`src/rtl/bus_host_arbiter_if.sv`:
```
// Host-side port arrays and the single downstream device port shared by bus_host_arbiter.
// slave = arbiter side, master = hosts plus downstream device (environment side).
interface bus_host_arbiter_if #(
  parameter int NrHosts      = 2,
  parameter int DataWidth    = 32,
  parameter int AddressWidth = 32
);
  logic                    host_req_i    [NrHosts];
  logic                    host_gnt_o    [NrHosts];
  logic [AddressWidth-1:0] host_addr_i   [NrHosts];
  logic                    host_we_i     [NrHosts];
  logic [DataWidth/8-1:0]  host_be_i     [NrHosts];
  logic [DataWidth-1:0]    host_wdata_i  [NrHosts];
  logic                    host_rvalid_o [NrHosts];
  logic [DataWidth-1:0]    host_rdata_o  [NrHosts];
  logic                    host_err_o    [NrHosts];

  logic                    dev_req_o;
  logic [AddressWidth-1:0] dev_addr_o;
  logic                    dev_we_o;
  logic [DataWidth/8-1:0]  dev_be_o;
  logic [DataWidth-1:0]    dev_wdata_o;
  logic                    dev_gnt_i;
  logic                    dev_rvalid_i;
  logic [DataWidth-1:0]    dev_rdata_i;
  logic                    dev_err_i;

  modport slave (
    input  host_req_i, host_addr_i, host_we_i, host_be_i, host_wdata_i,
    output host_gnt_o, host_rvalid_o, host_rdata_o, host_err_o,
    output dev_req_o, dev_addr_o, dev_we_o, dev_be_o, dev_wdata_o,
    input  dev_gnt_i, dev_rvalid_i, dev_rdata_i, dev_err_i
  );

  modport master (
    output host_req_i, host_addr_i, host_we_i, host_be_i, host_wdata_i,
    input  host_gnt_o, host_rvalid_o, host_rdata_o, host_err_o,
    input  dev_req_o, dev_addr_o, dev_we_o, dev_be_o, dev_wdata_o,
    output dev_gnt_i, dev_rvalid_i, dev_rdata_i, dev_err_i
  );
endinterface

```
`src/rtl/bus_host_arbiter.sv`:
```
// Round-robin N:1 bus arbiter with in-order response-ID queue routing responses back to the issuer.
// Define BUS_ARB_FIXED_PRIO_EN for fixed lowest-index-wins priority instead of round-robin.
module bus_host_arbiter #(
  parameter int NrHosts        = 2,
  parameter int DataWidth      = 32,
  parameter int AddressWidth   = 32,
  parameter int MaxOutstanding = 2
) (
  input  logic              clk_i,
  input  logic              rst_i,
  bus_host_arbiter_if.slave bus,
  output logic              busy_o,
  output logic              unexp_rsp_o
);
  localparam int IdW  = $clog2(NrHosts);
  localparam int PtrW = (MaxOutstanding > 1) ? $clog2(MaxOutstanding) : 1;
  localparam int CntW = $clog2(MaxOutstanding + 1);

  logic [IdW-1:0]  ptr_q, ptr_d, lock_id_q, lock_id_d, winner, head;
  logic            lock_q, lock_d, winner_valid, can_issue, dev_req, hs, push, pop;
  logic [IdW:0]    cand;
  logic [PtrW-1:0] wr_ptr_q, wr_ptr_d, rd_ptr_q, rd_ptr_d;
  logic [CntW-1:0] count_q, count_d;
  logic [IdW-1:0]  fifo_q [MaxOutstanding];
  logic [IdW-1:0]  fifo_d [MaxOutstanding];

  // A still-requesting locked host bypasses the search; otherwise scan from ptr, nearest wins.
  always_comb begin
    winner       = '0;
    winner_valid = 1'b0;
    cand         = '0;
    if (lock_q && bus.host_req_i[lock_id_q]) begin
      winner       = lock_id_q;
      winner_valid = 1'b1;
    end else begin
      for (int k = NrHosts - 1; k >= 0; k--) begin
        cand = {1'b0, ptr_q} + (IdW+1)'(k);
        if (cand >= (IdW+1)'(NrHosts)) cand = cand - (IdW+1)'(NrHosts);
        if (bus.host_req_i[cand[IdW-1:0]]) begin
          winner       = cand[IdW-1:0];
          winner_valid = 1'b1;
        end
      end
    end
  end

  assign can_issue   = (count_q < CntW'(MaxOutstanding));
  assign dev_req     = can_issue & winner_valid & ~rst_i;
  assign hs          = dev_req & bus.dev_gnt_i;
  assign push        = hs;
  assign pop         = bus.dev_rvalid_i & (count_q != '0) & ~rst_i;
  assign head        = fifo_q[rd_ptr_q];
  assign busy_o      = (count_q != '0);
  assign unexp_rsp_o = bus.dev_rvalid_i & (count_q == '0) & ~rst_i;

  assign bus.dev_req_o   = dev_req;
  assign bus.dev_addr_o  = dev_req ? bus.host_addr_i[winner]  : '0;
  assign bus.dev_we_o    = dev_req ? bus.host_we_i[winner]    : 1'b0;
  assign bus.dev_be_o    = dev_req ? bus.host_be_i[winner]    : '0;
  assign bus.dev_wdata_o = dev_req ? bus.host_wdata_i[winner] : '0;

  for (genvar i = 0; i < NrHosts; i++) begin : g_host
    assign bus.host_gnt_o[i]    = hs  && (winner == IdW'(i));
    assign bus.host_rvalid_o[i] = pop && (head == IdW'(i));
    assign bus.host_rdata_o[i]  = bus.dev_rdata_i;
    assign bus.host_err_o[i]    = bus.dev_err_i;
  end

  always_comb begin
    ptr_d     = ptr_q;
    lock_d    = lock_q & bus.host_req_i[lock_id_q];
    lock_id_d = lock_id_q;
    if (dev_req && !bus.dev_gnt_i) begin
      lock_d    = 1'b1;
      lock_id_d = winner;
    end
    if (hs) begin
      lock_d = 1'b0;
      ptr_d  = (winner == IdW'(NrHosts - 1)) ? '0 : winner + IdW'(1);
    end
`ifdef BUS_ARB_FIXED_PRIO_EN
    ptr_d = '0;
`else
`endif
  end

  // Pointers wrap explicitly so non-power-of-two depths work.
  always_comb begin
    fifo_d   = fifo_q;
    wr_ptr_d = wr_ptr_q;
    rd_ptr_d = rd_ptr_q;
    count_d  = count_q;
    if (push) begin
      fifo_d[wr_ptr_q] = winner;
      wr_ptr_d = (wr_ptr_q == PtrW'(MaxOutstanding - 1)) ? '0 : wr_ptr_q + PtrW'(1);
    end
    if (pop) rd_ptr_d = (rd_ptr_q == PtrW'(MaxOutstanding - 1)) ? '0 : rd_ptr_q + PtrW'(1);
    case ({push, pop})
      2'b10:   count_d = count_q + CntW'(1);
      2'b01:   count_d = count_q - CntW'(1);
      default: count_d = count_q;
    endcase
  end

  always_ff @(posedge clk_i) begin
    if (rst_i) begin
      ptr_q     <= '0;
      lock_q    <= 1'b0;
      lock_id_q <= '0;
      wr_ptr_q  <= '0;
      rd_ptr_q  <= '0;
      count_q   <= '0;
      for (int i = 0; i < MaxOutstanding; i++) fifo_q[i] <= '0;
    end else begin
      ptr_q     <= ptr_d;
      lock_q    <= lock_d;
      lock_id_q <= lock_id_d;
      wr_ptr_q  <= wr_ptr_d;
      rd_ptr_q  <= rd_ptr_d;
      count_q   <= count_d;
      fifo_q    <= fifo_d;
    end
  end
endmodule

```
`src/flat_wrapper.sv`:
```
// flat-port wrapper written by rule: the top's interface ports become plain ports
module bus_host_arbiter_flat 
#(
  parameter int NrHosts        = 2,
  parameter int DataWidth      = 32,
  parameter int AddressWidth   = 32,
  parameter int MaxOutstanding = 2
)
  (clk_i, rst_i, busy_o, unexp_rsp_o, bus_host_req_i, bus_host_addr_i, bus_host_we_i, bus_host_be_i, bus_host_wdata_i, bus_host_gnt_o, bus_host_rvalid_o, bus_host_rdata_o, bus_host_err_o, bus_dev_req_o, bus_dev_addr_o, bus_dev_we_o, bus_dev_be_o, bus_dev_wdata_o, bus_dev_gnt_i, bus_dev_rvalid_i, bus_dev_rdata_i, bus_dev_err_i);
  bus_host_arbiter_if #(.NrHosts(NrHosts), .DataWidth(DataWidth), .AddressWidth(AddressWidth)) bus_i ();
  input  logic clk_i;
  input  logic rst_i;
  output logic busy_o;
  output logic unexp_rsp_o;
  input wire logic [$bits(bus_i.host_req_i)-1:0] bus_host_req_i;
  input wire logic [$bits(bus_i.host_addr_i)-1:0] bus_host_addr_i;
  input wire logic [$bits(bus_i.host_we_i)-1:0] bus_host_we_i;
  input wire logic [$bits(bus_i.host_be_i)-1:0] bus_host_be_i;
  input wire logic [$bits(bus_i.host_wdata_i)-1:0] bus_host_wdata_i;
  output wire logic [$bits(bus_i.host_gnt_o)-1:0] bus_host_gnt_o;
  output wire logic [$bits(bus_i.host_rvalid_o)-1:0] bus_host_rvalid_o;
  output wire logic [$bits(bus_i.host_rdata_o)-1:0] bus_host_rdata_o;
  output wire logic [$bits(bus_i.host_err_o)-1:0] bus_host_err_o;
  output wire logic [$bits(bus_i.dev_req_o)-1:0] bus_dev_req_o;
  output wire logic [$bits(bus_i.dev_addr_o)-1:0] bus_dev_addr_o;
  output wire logic [$bits(bus_i.dev_we_o)-1:0] bus_dev_we_o;
  output wire logic [$bits(bus_i.dev_be_o)-1:0] bus_dev_be_o;
  output wire logic [$bits(bus_i.dev_wdata_o)-1:0] bus_dev_wdata_o;
  input wire logic [$bits(bus_i.dev_gnt_i)-1:0] bus_dev_gnt_i;
  input wire logic [$bits(bus_i.dev_rvalid_i)-1:0] bus_dev_rvalid_i;
  input wire logic [$bits(bus_i.dev_rdata_i)-1:0] bus_dev_rdata_i;
  input wire logic [$bits(bus_i.dev_err_i)-1:0] bus_dev_err_i;
  assign bus_i.host_req_i = {>>{bus_host_req_i}};
  assign bus_i.host_addr_i = {>>{bus_host_addr_i}};
  assign bus_i.host_we_i = {>>{bus_host_we_i}};
  assign bus_i.host_be_i = {>>{bus_host_be_i}};
  assign bus_i.host_wdata_i = {>>{bus_host_wdata_i}};
  assign bus_host_gnt_o = {>>{bus_i.host_gnt_o}};
  assign bus_host_rvalid_o = {>>{bus_i.host_rvalid_o}};
  assign bus_host_rdata_o = {>>{bus_i.host_rdata_o}};
  assign bus_host_err_o = {>>{bus_i.host_err_o}};
  assign bus_dev_req_o = bus_i.dev_req_o;
  assign bus_dev_addr_o = bus_i.dev_addr_o;
  assign bus_dev_we_o = bus_i.dev_we_o;
  assign bus_dev_be_o = bus_i.dev_be_o;
  assign bus_dev_wdata_o = bus_i.dev_wdata_o;
  assign bus_i.dev_gnt_i = bus_dev_gnt_i;
  assign bus_i.dev_rvalid_i = bus_dev_rvalid_i;
  assign bus_i.dev_rdata_i = bus_dev_rdata_i;
  assign bus_i.dev_err_i = bus_dev_err_i;
  bus_host_arbiter #(.NrHosts(NrHosts), .DataWidth(DataWidth), .AddressWidth(AddressWidth), .MaxOutstanding(MaxOutstanding)) u_core (.clk_i(clk_i), .rst_i(rst_i), .bus(bus_i), .busy_o(busy_o), .unexp_rsp_o(unexp_rsp_o));
endmodule
```
`config.mk`:
```
export PLATFORM = sky130hd
export DESIGN_NAME = bus_host_arbiter_flat
export DESIGN_NICKNAME = d
export VERILOG_FILES = /design/src/rtl/bus_host_arbiter_if.sv /design/src/rtl/bus_host_arbiter.sv /design/src/flat_wrapper.sv
export SDC_FILE = /design/constraint.sdc
export NUM_CORES = 1
export LEC_CHECK = 0
export BUFFER_PORTS_ARGS = -buffer_cell sky130_fd_sc_hd__buf_2
export CORE_AREA = 5 5 122 124
export CTS_CLUSTER_DIAMETER = 80
export DETAILED_ROUTE_END_ITERATION = 16
export DIE_AREA = 0 0 127 129
export PLACE_DENSITY_LB_ADDON = 0.3
export SLEW_MARGIN = 0
export SYNTH_ARGS = -nofsm -noshare
export SYNTH_HDL_FRONTEND = slang
export SYNTH_SLANG_ARGS = --single-unit
```
`constraint.sdc`:
```
create_clock -name clk_i -period 3.7 [get_ports clk_i]
set_input_delay 0.37 -clock clk_i [delete_from_list [all_inputs] [get_ports clk_i]]
set_output_delay 0.37 -clock clk_i [all_outputs]
set_load 0.05 [all_outputs]
```
# Word-level counts from Yosys, hierarchy flattened
# Cells that the tools add are included.
# W data, S select, Z words.
dict set report totals {
  reg_bits 9
  inputBits 177
  out_inout_bits 142
}
dict set report op_classes {
  addsub 8
  magnitude_cmp 10
  eq_ne 2
  muxes 46
  bitwise_logic 17
  reduce_logical 12
}
# cell count
set op_table {}
lappend op_table {{$mux W32} 8}
lappend op_table {{$mux W1} 31}
lappend op_table {{$mux W4} 4}
lappend op_table {{$ge A2 B2 Y1 const B} 7}
lappend op_table {{$not A1 Y2} 6}
lappend op_table {{$and A1 B1 Y1} 8}
lappend op_table {{$logic_and A1 B1 Y1} 7}
lappend op_table {{$pmux W2 S2} 1}
lappend op_table {{$reduce_bool A2 Y1} 2}
lappend op_table {{$add A1 B1 Y1 const B} 3}
lappend op_table {{$not A1 Y1} 3}
lappend op_table {{$add A1 B1 Y2 const B} 1}
lappend op_table {{$add A2 B1 Y2 const B} 1}
lappend op_table {{$bwmux W2} 1}
lappend op_table {{$eq A2 B1 Y1 const B} 1}
lappend op_table {{$eq A2 B2 Y1 const B} 1}
lappend op_table {{$ge A1 B2 Y1 const B} 1}
lappend op_table {{$logic_not A2 Y1} 1}
lappend op_table {{$lt A2 B1 Y1 const B} 1}
lappend op_table {{$lt A2 B2 Y1 const B} 1}
lappend op_table {{$reduce_or A2 Y1} 1}
lappend op_table {{$sub A1 B1 Y1 const B} 2}
lappend op_table {{$sub A2 B1 Y2 const B} 1}
lappend op_table {{$demux W1 S1} 1}
lappend op_table {{$logic_not A1 Y1} 1}

# Logic depth before layout (Yosys ltp)
dict set report depth {
  depth_word 18
  depth_mapped 8
  ltp_nobuf 6
}

# Worst setup path before layout
# Ideal clock, no wire load.
dict set report synth_timing {
  path_kind {input to output}
  startpoint {input port rst_i}
  endpoint {output port bus_host_rvalid_o[1]}
  t_arrival_ns 2.089
  required_ns 3.330
  setup_slack_ns 1.241
  stages 2
  n_path_buf 0
  path_cell_list {nand2b_1 -> nor4_1}
}
dict set report synth_via {
  elab_chain_cells 3
}
# element line
set synth_rtl {}
lappend synth_rtl {{from (decl)} flat_wrapper.sv:12} ;# input logic rst_i;
lappend synth_rtl {{$not A1 Y1} bus_host_arbiter.sv:51} ;# assign pop = bus.dev_rvalid_i & (count_q != '0) & ~rst_i;
lappend synth_rtl {{$and A1 B1 Y1} bus_host_arbiter.sv:51}
lappend synth_rtl {{$logic_and A1 B1 Y1} bus_host_arbiter.sv:64} ;# assign bus.host_rvalid_o[i] = pop && (head == IdW'(i));
lappend synth_rtl {{to (decl)} flat_wrapper.sv:21} ;# output wire logic [$bits(bus_i.host_rvalid_o)-1:0] bus_host_rvalid_o;
# No other way between the ends.

# Worst setup path after layout
dict set report layout_timing {
  startpoint {register u_core.lock_q}
  endpoint {output port bus_dev_wdata_o[18]}
}
dict set report layout_via {
  elab_chain_cells 7
  elab_cells_between_ends 10
  cone_classes {mux (6); bitwise (3); reduce/logical (1)}
}
# element line
set layout_rtl {}
lappend layout_rtl {{from (decl)} bus_host_arbiter.sv:20} ;# logic lock_q, lock_d, winner_valid, can_issue, dev_req, hs, push, pop;
lappend layout_rtl {{from (signal assigned)} bus_host_arbiter.sv:116} ;# lock_q <= lock_d;
lappend layout_rtl {{$logic_and A1 B1 Y1 (*)} bus_host_arbiter.sv:32} ;# if (lock_q && bus.host_req_i[lock_id_q]) begin
lappend layout_rtl {{$mux W1} bus_host_arbiter.sv:32}
lappend layout_rtl {{$not A1 Y2 (not written as such)} bus_host_arbiter.sv:60} ;# assign bus.dev_wdata_o = dev_req ? bus.host_wdata_i[winner] : '0;
lappend layout_rtl {{$mux W32 (not written as such) (3 in a row)} bus_host_arbiter.sv:60}
lappend layout_rtl {{$mux W32 (*)} bus_host_arbiter.sv:60}
lappend layout_rtl {{to (decl)} flat_wrapper.sv:28} ;# output wire logic [$bits(bus_i.dev_wdata_o)-1:0] bus_dev_wdata_o;
# Mark *: on every way between the ends. The rest lies on a longest branch, timed or not. The select of a mux whose other input is x is not followed.

==> insert_results.sql <==
INSERT INTO impl_metrics (metric_group, metric, value, unit) VALUES
('timing', 'finalHoldWorstSlack', '0.460', 'ns'),
('min_path', 'hold_path_startpoint', 'bus_dev_gnt_i', ''),
('timing', 'setup_violations', '0', ''),
('setup_path', 'worstPathRequired', '3.33', 'ns'),
('route', 'drt_pass1_iterations', '4', ''),
('synth', 'yosysSeqAreaShare', '0.0857', ''),
('min_path', 'min_delay_worst_endpoint', 'u_core.lock_id_q', ''),
('finish', 'final_common_cell', 'sky130_fd_sc_hd__buf_2', ''),
('setup_path', 'critical_path.cell_chain', 'mux2_2 > a21o_2 > buf_4 > o22ai_1 > buf_2', ''),
('global_route', 'grt_pass1_vias', '2626', ''),
('timing', 'clock-skew-final', '0.00245', 'ns'),
('timing', 'drv_slew', '0', ''),
('finish', 'areaGrowthSynthToFinish', '39.5', '%'),
('setup_path', 'start_kind', 'flop', ''),
('placed_design', 'globalplace.congestion', '0.794', ''),
('min_path', 'timing.hold.worst.class', 'in2reg', ''),
('synth', 'prevailing_post_synth_register_cell', 'sky130_fd_sc_hd__dfxtp_1', ''),
('setup_path', 'worst_path_largest_cell_delay', '0.37', 'ns'),
('finish', 'final_core_utilization', '0.215', ''),
('setup_path', 'crit_arrival', '2.07', 'ns'),
('timing', 'timing.slew.headroom', '0.668', ''),
('route', 'via_count', '2780', ''),
('synth', 'yosys_warnings', '0', ''),
('timing', 'fin_crit_sh', '0.661', ''),
('global_route', 'grt_util_all_layers', '0.0997', ''),
('synth', 'ys_seq_elements', '9', ''),
('floorplan', 'chipWidth', '127', 'um'),
('placed_design', 'place.detailed.hpwl', '7350', 'um'),
('setup_path', 'critical_path.max_fanout', '34', ''),
('global_route', 'pin_count_of_the_biggest_net_entering_global_routing', '90', ''),
('synth', 'post_synth_num_cell_types', '32', ''),
('clock_network', 'clkLatencyLatePin', '0.24', 'ns'),
('finish', 'final_layout_size_suffix_gt1_frac', '0.478', ''),
('finish', 'mostFrequentLayoutCells', 'sky130_fd_sc_hd__buf_2, sky130_fd_sc_hd__nand2_1, sky130_fd_sc_hd__o22ai_1', ''),
('floorplan', 'design.die.area', '16400', 'um^2'),
('setup_path', 'crit-reg2reg-launch', 'u_core.count_q[1]', ''),
('global_route', 'gr-total-overflow', '0', ''),
('clock_network', 'clockRootBuffer', 'sky130_fd_sc_hd__clkbuf_16', ''),
('clock_network', 'clock-sinks', '9', ''),
('clock_network', 'worst_case_clock_buffer_depth', '2', ''),
('job', 'cap_viol_max_count', '0', ''),
('timing', 'fin_crit', '2.44', 'ns'),
('min_path', 'timing.hold.worst_path_depth', '3', ''),
('floorplan', 'number_of_top_level_design_ports', '319', ''),
('route', 'drt.antenna.violating_nets', '0', ''),
('placed_design', 'placement.io_buffers', '219', ''),
('pwr', 'power.sequential.fraction', '0.126', ''),
('global_route', 'grt_pass1_wl', '13600', 'um'),
('pwr', 'power.density', '305', 'nW/um^2'),
('floorplan', 'row_count', '43', ''),
('pwr', 'power.clock.fraction', '0.220', ''),
('synth', 'postSynthAreaPerCell', '5.73', 'um^2'),
('pwr', 'power.leakage', '1.58', 'nW'),
('route', 'routed_wire_length_per_instance', '13.7', 'um'),
('status', 'run_status', 'complete, no violations', ''),
('setup_path', 'crit_type', 'reg2out', ''),
('setup_path', 'crit-reg2reg-capture', 'u_core.count_q[1]', ''),
('floorplan', 'die_y', '129', 'um'),
('clock_network', 'clk_pin_slew_worst_paths', '0.04', 'ns'),
('synth', 'number_of_enable_flip_flop_cells_after_synthesis', '0', ''),
('clock_network', 'post-cts-setup-buffer-count', '0', ''),
('route', 'drc', '0', ''),
('pwr', 'power_switching_share', '0.530', ''),
('finish', 'layout_nets', '675', ''),
('synth', 'ys_async_sr_fraction', '0', ''),
('synth', 'syn-num-nets', '545', ''),
('setup_path', 'rrSetupSlack', '1.52', 'ns'),
('floorplan', 'initial_utilization', '0.154', ''),
('global_route', 'initial_antenna_violation_count', '1', ''),
('route', 'routed_wl', '9260', 'um'),
('clock_network', 'hold_buffers', '0', '');
==> metal layers <==
layer | track usage | vias to the layer above | wire length [um]
met5 | 0 | - | 0
met4 | 0.0278 | 0 | 137
met2 | 0.169 | 144 | 4550
met3 | 0.0374 | 21 | 961
met1 | 0.119 | 1182 | 3610
li1 | - | 1433 | -
==> per-stage QoR <==
step	setup WS (ns)	power, mW	area, um^2
after detailed placement	1.41	0.703	2850
after global routing	1.15	0.951	2930
after CTS	1.25	0.904	2930
final	1.26	0.895	2930
after floorplan	1.24	0.724	2100
after global placement	1.42	0.705	2850
==> cell usage after synthesis (2+ instances only) <==
library cell / number / area, um^2
sky130_fd_sc_hd__nor4_1: 2 / 12.5
sky130_fd_sc_hd__a21oi_1: 4 / 20.0
sky130_fd_sc_hd__nor2_1: 7 / 26.3
sky130_fd_sc_hd__o22ai_1: 69 / 432
sky130_fd_sc_hd__nand2b_1: 5 / 31.3
sky130_fd_sc_hd__buf_6: 2 / 22.5
sky130_fd_sc_hd__nand2_1: 138 / 518
sky130_fd_sc_hd__buf_1: 3 / 11.3
sky130_fd_sc_hd__o21ai_0: 4 / 20.0
sky130_fd_sc_hd__o32ai_1: 2 / 17.5
sky130_fd_sc_hd__or3_1: 2 / 12.5
sky130_fd_sc_hd__nor2b_1: 3 / 18.8
sky130_fd_sc_hd__clkbuf_1: 19 / 71.3
sky130_fd_sc_hd__buf_2: 10 / 50.1
sky130_fd_sc_hd__dfxtp_1: 9 / 180
sky130_fd_sc_hd__inv_1: 4 / 15.0
sky130_fd_sc_hd__nor3_1: 4 / 20.0
sky130_fd_sc_hd__buf_4: 66 / 495
==> worst max-delay path by stage <==
stage / slack (ns) / depth (start not counted) / endpoint / from
after global routing: 1.15 / 5 / bus_dev_wdata_o[29] / u_core.lock_q
final: 1.26 / 5 / bus_dev_wdata_o[18] / u_core.lock_q
after floorplan: 1.24 / 2 / bus_host_rvalid_o[1] / rst_i
after CTS: 1.25 / 5 / bus_dev_wdata_o[18] / u_core.lock_q
after detailed placement: 1.41 / 6 / u_core.count_q[1] / rst_i
after global placement: 1.42 / 6 / u_core.count_q[1] / rst_i
==> final cells by class <==
class,count,area (um^2),area share
sequential,9,180,0.0614
clock buffer,3,75.1,0.0256
timing repair buffer,225,1150,0.393
tap,180,225,0.0768
inverter,4,15.0,0.00512
clock inverter,1,5.00,0.00171
antenna,1,2.50,0.000853
multi-input combinational,254,1280,0.435
==> critical path, delay by kind of cell (launching register included) <==
family,cells,cell delay (ns)
buf+inv,2,0.58
compound gates,2,0.55
flops,1,0.32
mux,1,0.37
==> kinds of logic (layout without fill, tap and decap cells) <==
family	Yosys count	in the layout	synth area share
AO/OA/AOI/OAI	83	83	0.246
XOR/XNOR	2	2	0.00833
adder cells (fa/ha/maj)	1	1	0.00595
buffers and inverters	104	233	0.316
flip-flops	9	9	0.0857
multiplexers	3	3	0.0172
other	0	1	0
AND/OR/NAND/NOR	165	165	0.320
==> state kept, by name, summed over array words and instances (netlist names) <==
register / cells
u_core.lock_q: 1
u_core.rd_ptr_q: 1
u_core.fifo_q: 2
u_core.lock_id_q: 1
u_core.ptr_q: 1
u_core.count_q: 2
u_core.wr_ptr_q: 1
==> power by group through the flow <==
| stage | logic [mW] | registers, mW | clock network, mW |
|---|---|---|---|
| after floorplan | 0.614 | 0.111 | 0 |
| after global placement | 0.591 | 0.114 | 0 |
| after detailed placement | 0.589 | 0.114 | 0 |
| after CTS | 0.591 | 0.113 | 0.201 |
| after global routing | 0.630 | 0.113 | 0.208 |
| final | 0.586 | 0.112 | 0.197 |
(Power assumes the default switching activity.)
